## src/rtl/clock_period_meter.sv

```systemverilog
// clock_period_meter
//
// Measures the high time, low time and period of a slow, asynchronous
// clock-like signal (meas_clk) in clk_in cycles. It also reports when two
// consecutive periods agree within +/-1 cycle (locked) and when the input
// has stopped toggling (timeout, sticky).
//
// Ports
//   clk_in         system clock; all state changes on its rising edge
//   reset_n        synchronous reset, active-low
//   meas_clk       measured signal, asynchronous to clk_in
//   enable         measurement enable; dropping it parks the meter in IDLE
//   high_cycles    last published high time
//   low_cycles     last published low time
//   period_cycles  high_cycles + low_cycles at full width
//   valid          one-cycle pulse when new results are published
//   locked         the last two published periods differ by at most 1
//   timeout        no edge seen for TIMEOUT cycles; cleared by the next
//                  publish, by reset or by re-enabling
module clock_period_meter #(
  parameter int CNT_WIDTH = 10,
  parameter int TIMEOUT   = 1000
) (
  input  logic                 clk_in,
  input  logic                 reset_n,
  input  logic                 meas_clk,
  input  logic                 enable,
  output logic [CNT_WIDTH-1:0] high_cycles,
  output logic [CNT_WIDTH-1:0] low_cycles,
  output logic [CNT_WIDTH:0]   period_cycles,
  output logic                 valid,
  output logic                 locked,
  output logic                 timeout
);

  localparam logic [CNT_WIDTH-1:0] CNT_MAX  = CNT_WIDTH'(TIMEOUT);
  localparam logic [CNT_WIDTH-1:0] CNT_ONE  = CNT_WIDTH'(1);
  localparam logic [CNT_WIDTH:0]   LOCK_TOL = (CNT_WIDTH + 1)'(1);

  typedef enum logic [1:0] {IDLE, SEEK, HIGH, LOW} state_t;

  state_t               state;
  logic                 s1;
  logic                 s2;
  logic                 s3;
  logic [CNT_WIDTH-1:0] cnt;
  logic [CNT_WIDTH-1:0] h_tmp;
  logic [CNT_WIDTH:0]   prev_period;
  logic [CNT_WIDTH:0]   new_period;
  logic                 rise;
  logic                 fall;
  logic                 any_edge;
  logic                 lost;

  // Counter step that sticks at the loss-of-signal threshold.
  function automatic logic [CNT_WIDTH-1:0] sat_inc(input logic [CNT_WIDTH-1:0] v);
    return (v >= CNT_MAX) ? CNT_MAX : v + CNT_ONE;
  endfunction

  // Larger minus smaller, so the difference never wraps.
  function automatic logic [CNT_WIDTH:0] abs_diff(input logic [CNT_WIDTH:0] a,
                                                  input logic [CNT_WIDTH:0] b);
    return (a >= b) ? a - b : b - a;
  endfunction

  // ---- edge detect on synchronized input (s2 = current, s3 = history) ----
  assign rise     = s2 & ~s3;
  assign fall     = ~s2 & s3;
  assign any_edge = rise | fall;

  // An edge arriving in the same cycle as the threshold wins over timeout.
  assign lost = (state != IDLE) && !any_edge && (cnt == CNT_MAX);

  // Full-width sum: both halves can be at their maximum at once.
  assign new_period = {1'b0, h_tmp} + {1'b0, cnt};

  // ---- synchronizer / counter / FSM / registered results ----
  always_ff @(posedge clk_in) begin
    if (!reset_n) begin
      s1            <= 1'b0;
      s2            <= 1'b0;
      s3            <= 1'b0;
      state         <= IDLE;
      cnt           <= '0;
      h_tmp         <= '0;
      prev_period   <= '0;
      high_cycles   <= '0;
      low_cycles    <= '0;
      period_cycles <= '0;
      valid         <= 1'b0;
      locked        <= 1'b0;
      timeout       <= 1'b0;
    end else begin
      s1    <= meas_clk;
      s2    <= s1;
      s3    <= s2;
      valid <= 1'b0;

      if (!enable) begin
        // Results and timeout hold; a zero prev_period means "no reference".
        state       <= IDLE;
        cnt         <= '0;
        locked      <= 1'b0;
        prev_period <= '0;
      end else begin
        if (state == IDLE) begin
          cnt <= '0;
        end else if (any_edge) begin
          cnt <= CNT_ONE;
        end else begin
          cnt <= sat_inc(cnt);
        end

        if (lost) begin
          state       <= SEEK;
          timeout     <= 1'b1;
          locked      <= 1'b0;
          prev_period <= '0;
        end else begin
          case (state)
            IDLE: begin
              // Only reached after reset or enable low, so this is the
              // rising edge of enable.
              state   <= SEEK;
              timeout <= 1'b0;
            end
            SEEK: begin
              if (rise) state <= HIGH;
            end
            HIGH: begin
              if (fall) begin
                h_tmp <= cnt;
                state <= LOW;
              end
            end
            LOW: begin
              if (rise) begin
                high_cycles   <= h_tmp;
                low_cycles    <= cnt;
                period_cycles <= new_period;
                valid         <= 1'b1;
                timeout       <= 1'b0;
                // Any real period is at least 2, so zero never locks.
                locked        <= (prev_period != '0) &&
                                 (abs_diff(new_period, prev_period) <= LOCK_TOL);
                prev_period   <= new_period;
                state         <= HIGH;
              end
            end
            default: state <= IDLE;
          endcase
        end
      end
    end
  end

endmodule

```

## config.mk

```make
export PLATFORM = sky130hd
export DESIGN_NAME = clock_period_meter
export DESIGN_NICKNAME = d
export VERILOG_FILES = /design/src/rtl/clock_period_meter.sv
export SDC_FILE = /design/constraint.sdc
export NUM_CORES = 1
export LEC_CHECK = 0
export ABC_AREA = 1
export CORE_MARGIN = 2
export CORE_UTILIZATION = 50
export CTS_CLUSTER_SIZE = 16
export DETAILED_ROUTE_END_ITERATION = 7
export PLACE_DENSITY_LB_ADDON = 0.12
export SLEW_MARGIN = 20
export SYNTH_ARGS = -nofsm -noshare
export SYNTH_HDL_FRONTEND = slang
export SYNTH_SLANG_ARGS = --single-unit
```

## constraint.sdc

```tcl
create_clock -name clk_in -period 4.9 [get_ports clk_in]
set_input_delay 0.49 -clock clk_in [delete_from_list [all_inputs] [get_ports clk_in]]
set_output_delay 0.49 -clock clk_in [all_outputs]
set_load 0.02 [all_outputs]
```

==> flow_summary.json, run 1 <==
{
  "die_h_microns": 96.57,
  "finalCoreUtilization_pct": 59.65,
  "nNetsFinal": 703,
  "num_vias": 3950,
  "ys_types": 37,
  "start_util_pct": 51.88,
  "synth-seq-cells": 70,
  "numCtsBuffers": 9,
  "cp_data_required_time_ns": 5.18,
  "setup_tns_ns": 0,
  "cts_root_buf": "clkbuf_8",
  "cp_cell_sequence": "ha_1 -> fa_1 -> nand4_1 -> nand3_1 -> nand3_1 -> o211ai_1 -> xor2_1 -> inv_1 -> ha_1 -> nand2_1 -> nand2_1 -> a21oi_1 -> nand2_1 -> inv_2 -> nand2_4 -> inv_2 -> nand2_1 -> nand2_1 -> nand2_1 -> nor2_1 -> nand3_2 -> a21oi_2",
  "worstMarginPinSlew_ns": 0.6207,
  "ctsResizeCount": 0,
  "dr.pass1.iters": 5,
  "track_usage_pct": 24.84,
  "drt-initial-drc-count": 133,
  "stdcell_count": 771,
  "drv_cap": 0,
  "slew_headroom_pct": 58.57,
  "powerDensity_mw_per_mm2": 220.9,
  "post-route-min-period_ns": 3.538,
  "p_leak_uw": 0.002362,
  "run_status": "finished clean",
  "cts_tree": "yes",
  "syn_avg_cell_area_sq_um": 6.822,
  "viasPerCell": 5.123,
  "drive_above_1_share_pct": 6.607,
  "post-cts-setup-buffers": 0,
  "core_sq_mm": 0.008258,
  "crit_top_cell": "nand2_1",
  "startpoint_type": "register",
  "antenna_found_initial": 0,
  "slowest_stage": "fa_1",
  "grt_max_degree": 57,
  "stdcell_area_sq_mm": 0.004926,
  "cts.clk_slew.worst_paths_ns": 0.08,
  "slowest_delay_ns": 0.45,
  "num_antenna_cells": 0,
  "die_x_microns": 96.57,
  "whs_ns": 0.4400,
  "wirelength_microns": 10560,
  "wire_per_inst_microns": 13.70,
  "io_pins": 38,
  "path_buf_inv": 3,
  "finClkSkew_ns": 0.01168,
  "critPathCaptureType": "register",
  "path_class": "reg2reg",
  "place_area_sq_mm": 0.004692,
  "grt_pass1_vias": 3788,
  "dp_cells": 754,
  "hold_viol": 0,
  "clock_sinks": 70,
  "die_area_sq_mm": 0.009325,
  "rsz0062_at_grt": "false",
  "cts_hold_buf": 0,
  "cpLargestDelayFamily": "adder cells",
  "fmax_mhz": 282.6,
  "overflow": 0,
  "drt.antenna.violating_nets": 0,
  "grt_pass1_wl_microns": 17770,
  "hold_path.class": "reg2reg",
  "ys_seq_area_share_pct": 32.71,
  "synthCells": 628,
  "rows": 33,
  "worstPathArrival_ns": 3.82,
  "netlist_area_sq_mm": 0.004284,
  "clk_latency_ns": 0.35,
  "place.gp.congestion": 0.9694,
  "setup_viol": 0,
  "drc": 0,
  "syn_nets": 670,
  "portBuffers": 37,
  "h-tree-depth": 3,
  "clockBufferDepth": 2,
  "critical_path_peak_fanout": 9,
  "area_growth_pct": 14.98,
  "report.final.slew_viol_count": 0,
  "rrSetupSlack_ns": 1.36,
  "detailed_place_hpwl_microns": 8161,
  "timing.final.crit_share_pct": 72.21,
  "irDropWorstVdd_mv": 0.2120,
  "yosys_warnings": 0
}
## metrics by stage
stage	setup slack, ns	power, uW
after global placement	1.457	620.0
after global routing	0.9573	1130
after detailed placement	1.424	620.1
after floorplan	1.877	608.7
final	1.362	1088
after CTS	1.399	1101
## cell type report
cell class                 instances  area (sq um)
fill                             801          3332
multi-input combinational        432          2372
sequential                        70          1401
inverter                         109         409.1
timing repair buffer              39         405.4
clock buffer                      10         137.6
tap                              105         131.4
clock inverter                     6         68.82
## worst register-to-register path, cell delays in order (launching register included)
cell and delay, ns:
dfxtp_1 0.35, ha_1 0.27, fa_1 0.45, nand4_1 0.14, nand3_1 0.12, nand3_1 0.09
o211ai_1 0.11, xor2_1 0.34, inv_1 0.09, ha_1 0.42, nand2_1 0.10, nand2_1 0.08
a21oi_1 0.18, nand2_1 0.09, inv_2 0.09, nand2_4 0.08, inv_2 0.07, nand2_1 0.05
nand2_1 0.05, nand2_1 0.04, nor2_1 0.10, nand3_2 0.09, a21oi_2 0.11
## where the power goes
group,switching [uW],leakage [uW],internal [uW]
combinational,23.2,0.00170,12.0
sequential,1.29,0.000564,570
clock,230,0.000103,252
total,255,0.00236,834
## state kept, by name (all words and copies together), names as in the netlist
register       flops
s2                 1
timeout            1
s1                 1
high_cycles       10
state              2
locked             1
prev_period       11
low_cycles        10
s3                 1
h_tmp             10
valid              1
cnt               10
period_cycles     11
## per-layer routing
metal / wire length, microns / vias to the layer above / track usage (%)
met5: 0 / - / 0
met4: 344 / 0 / 11.50
met3: 268 / 21 / 4.577
met2: 5186 / 69 / 43.92
met1: 4760 / 1788 / 29.02
li1: - / 2072 / -
## logic make-up after synthesis
group,synth area share [%]
fa+ha+maj,11.62
flops,32.71
compound gates,16.33
simple gates,24.80
xor+xnor,2.453
buf+inv,12.09
## path summary, 6_finish.rpt
path              startpoint  endpoint  depth (start not counted)
setup / recovery      cnt[0]    locked                         22
hold / removal            s1        s2                          2
setup reg to reg      cnt[0]    locked                         22
hold reg to reg           s1        s2                          2
## layout by cell type, fill, tap and decap left out, types with 2 or more instances in the layout
| cell | Yosys | final |
|---|---|---|
| nand2_1 | 152 | 152 |
| inv_1 | 102 | 102 |
| dfxtp_1 | 70 | 70 |
| a21oi_1 | 67 | 67 |
| o21ai_0 | 43 | 43 |
| clkdlybuf4s50_1 | 0 | 37 |
| ha_1 | 35 | 35 |
| nor2_1 | 35 | 34 |
| nand3_1 | 32 | 32 |
| o21ai_1 | 11 | 11 |
| xor2_1 | 10 | 10 |
| clkbuf_8 | 0 | 10 |
| inv_2 | 7 | 7 |
| nand4_1 | 5 | 5 |
| a31oi_1 | 5 | 5 |
| nor2_2 | 4 | 4 |
| nand2_2 | 4 | 4 |
| nor3_1 | 3 | 3 |
| or2_2 | 3 | 3 |
| fa_1 | 3 | 3 |
| xnor2_1 | 2 | 2 |
| o211ai_1 | 2 | 2 |
| nand3_2 | 2 | 2 |
| a21oi_2 | 2 | 2 |
| nor4_1 | 2 | 2 |
| clkinv_4 | 0 | 2 |
## synth_stat cells, drive strengths merged
library cell  count  share of area (%)
clkbuf            5               0.44
and3              1               0.15
nand2           157                 14
or3b              1               0.26
a211oi            1               0.18
o211ai            2               0.35
nor4              2               0.29
nand3            34                4.2
nor3b             1               0.18
ha               35                 10
a21oi            69                8.2
inv             109                9.6
o21a              1               0.18
xor2             10                2.0
xnor2             2               0.41
nor3              4               0.58
o21ai            54                6.3
dfxtp            70                 33
a31oi             5               0.73
nor2             39                3.7
buf              12                2.1
or2               4               0.58
a21o              1               0.18
fa                3                1.4
nand4             5               0.73
o21bai            1               0.18
Power figures use the tool's default switching activity.
==> run 2: changes to the inputs <==
==> constraint.sdc (replaced) <==
create_clock -name clk_in -period 3.35 [get_ports clk_in]
set_input_delay 0.335 -clock clk_in [delete_from_list [all_inputs] [get_ports clk_in]]
set_output_delay 0.335 -clock clk_in [all_outputs]
set_load 0.02 [all_outputs]
==> run 2 against run 1 <==
Sequential share of layout area is 0.63 points lower. Fmax up 12%. Clock skew increased by 0.0019 ns. First-iteration DRC count is 41% higher. Count of clock-buffer cells in the layout decreased by 1. Final cell count increased by 1.2%. Largest cell class unchanged.
==> flow_summary.json, run 2 (synthesized netlist as in run 1, its figures left out) <==
{
  "run_status": "finished clean",
  "seq_area_sq_mm": 0.001408,
  "clockBufferDepth": 2,
  "final_common_cell": "nand2_1",
  "drive_above_1_share_pct": 11.41,
  "top_regs": "period_cycles: 11 flops, prev_period: 11 flops",
  "dr.pass1.iters": 5,
  "numCtsBuffers": 9,
  "multi_input_area_sq_mm": 0.002477,
  "clk_latency_ns": 0.36,
  "die_h_microns": 96.57,
  "num_antenna_cells": 0,
  "switchingPower_uw": 408.7,
  "fmax_mhz": 317.9,
  "seqPwrFrac_pct": 54.3,
  "io_pins": 38,
  "num_vias": 4002,
  "area_growth_pct": 18.11,
  "p_leak_uw": 0.002385,
  "r2r-end": "locked",
  "fin_ws_ns": 0.2048,
  "min_to": "s2",
  "fillers": 780,
  "hold_path.class": "reg2reg",
  "swShare_pct": 26.55,
  "detailed_place_hpwl_microns": 8335,
  "cp_data_required_time_ns": 3.65,
  "met1_usage_pct": 28.86,
  "cts.clk_slew.worst_paths_ns": 0.09,
  "slew_headroom_pct": 64.04,
  "cts_root_buf": "clkbuf_8",
  "place.gp.congestion": 0.9799,
  "core_sq_mm": 0.008258,
  "use_met2_pct": 44.16,
  "setup_tns_ns": 0,
  "power_uw": 1539,
  "grtUsageMet3_pct": 4.112,
  "worstPathArrival_ns": 3.44,
  "pwr-share-comb_pct": 3.4,
  "critPathCaptureType": "register",
  "timing.final.crit_share_pct": 93.89,
  "startpoint_type": "register",
  "hold_viol": 0,
  "drt-initial-drc-count": 187,
  "track_usage_pct": 24.49,
  "cts_hold_buf": 0,
  "die_area_sq_mm": 0.009325,
  "whs_path_depth": 2,
  "start_util_pct": 51.88,
  "rrSetupSlack_ns": 0.20,
  "p_int_uw": 1130,
  "nNetsFinal": 712,
  "crit_start": "cnt[0]",
  "grt_pass1_wl_microns": 17460,
  "report.final.slew_viol_count": 0,
  "r2r.worst_path.cells": 24,
  "stdcell_area_sq_mm": 0.005060,
  "place_area_sq_mm": 0.004760,
  "drt.antenna.violating_nets": 0,
  "final_cell_mix": "150 x nand2_1, 101 x inv_1, 67 x dfxtp_1",
  "antenna_found_initial": 0,
  "setup_viol": 0,
  "viasPerCell": 5.131,
  "hold_start": "s1",
  "overflow": 0,
  "worstMarginPinSlew_ns": 0.5381,
  "cts_tree": "yes",
  "grt_pass1_vias": 3754,
  "powerDensity_mw_per_mm2": 304.2,
  "critical_path_peak_fanout": 6,
  "path_class": "reg2reg",
  "place_ws_ns": -0.05268,
  "rows": 33,
  "wire_per_inst_microns": 13.88,
  "wirelength_microns": 10830,
  "drv_cap": 0,
  "drc": 0,
  "grt_max_degree": 41,
  "die_x_microns": 96.57,
  "irDropWorstVdd_mv": 0.2363,
  "portBuffers": 37,
  "r2r_start": "cnt[0]",
  "post-route-min-period_ns": 3.145,
  "clkPwrFrac_pct": 42.3,
  "clock_sinks": 70,
  "finClkSkew_ns": 0.01357,
  "h-tree-depth": 3,
  "grt.busiest_layer": "met2"
}
[run 2: cell types whose count changed in the layout (fill, tap and decap cells not counted), moves of 3 or more]
cell     before  now
ha_1         35   27
ha_2          0    4
dfxtp_1      70   67
ha_4          0    4
a21oi_1      67   63
a21oi_2       2    6
buf_4         1   11
[run 2: layer usage]
layer  vias to the layer above  part of all wire [%]
met5                         -                     0
met4                         0                   3.1
met3                        28                   2.9
met2                        84                    50
met1                      1803                    44
li1                       2087                     -
[run 2: stage by stage]
step / hold slack, ns / utilization (%) / cells
after detailed placement: 0.4176 / 57.64 / 763
after global routing: 0.4690 / 61.27 / 780
after global placement: 0.4080 / 57.64 / 763
final: 0.4351 / 61.27 / 780
after floorplan: 0.3905 / - / 628
after CTS: 0.4327 / 59.86 / 779
[run 2: power groups by stage]
stage | registers, uW | clock network, uW | logic [uW]
after CTS | 836 | 664 | 51.9
after global routing | 836 | 697 | 59.1
after floorplan | 855 | 0 | 35.2
after global placement | 855 | 0 | 51.5
final | 836 | 651 | 52.7
after detailed placement | 856 | 0 | 52.2
[run 2: critical path, cell delays in order, from the launching register on]
cell,delay (ns)
dfxtp_4,0.37
ha_4,0.18
fa_2,0.38
nand4_1,0.12
nand3_2,0.10
nand3_1,0.09
o211ai_1,0.14
nand2_1,0.09
nand2_1,0.06
a21oi_2,0.17
inv_2,0.06
ha_4,0.25
nand2_1,0.07
nand2_1,0.07
a21oi_1,0.13
nand2_1,0.08
inv_2,0.10
nand2_4,0.07
inv_2,0.07
nand2_1,0.05
nand2_1,0.05
nand2_1,0.06
nor2_2,0.14
nand3_2,0.09
a21oi_2,0.10
[run 2: how the worst max path moves through the flow]
stage	end	slack, ns	cells after the start
after floorplan	locked	0.33	23
after global placement	locked	0.04	24
after detailed placement	locked	-0.05	24
after CTS	locked	0.001	24
after global routing	locked	-0.06	22
final	locked	0.20	24
[run 2: final cells by class]
class	instances	area share (%)
clock inverters	7	1.137
inverters	109	8.086
well taps	105	2.596
clock buffers	9	2.448
multi-input cells	432	48.96
flip-flops and latches	70	27.82
repair buffers	48	8.952
[run 2: timing repair]
action | CTS | global route
gates cloned | 0 | 0
resized for setup | 1 | 27
buffers inserted | 0 | 1
pin swaps | 0 | 7
setup endpoints to repair | 1 | 1
==> run 3: changes to the inputs <==
--- a/config.mk
+++ b/config.mk
@@ -11,6 +11,7 @@
 export CTS_CLUSTER_SIZE = 16
 export DETAILED_ROUTE_END_ITERATION = 7
 export PLACE_DENSITY_LB_ADDON = 0.12
+export SKIP_CTS_REPAIR_TIMING = 1
 export SLEW_MARGIN = 20
 export SYNTH_ARGS = -nofsm -noshare
 export SYNTH_HDL_FRONTEND = slang
==> results of run 3 <==
Same layout as run 2: the final DEF is identical, and so are final timing and power.
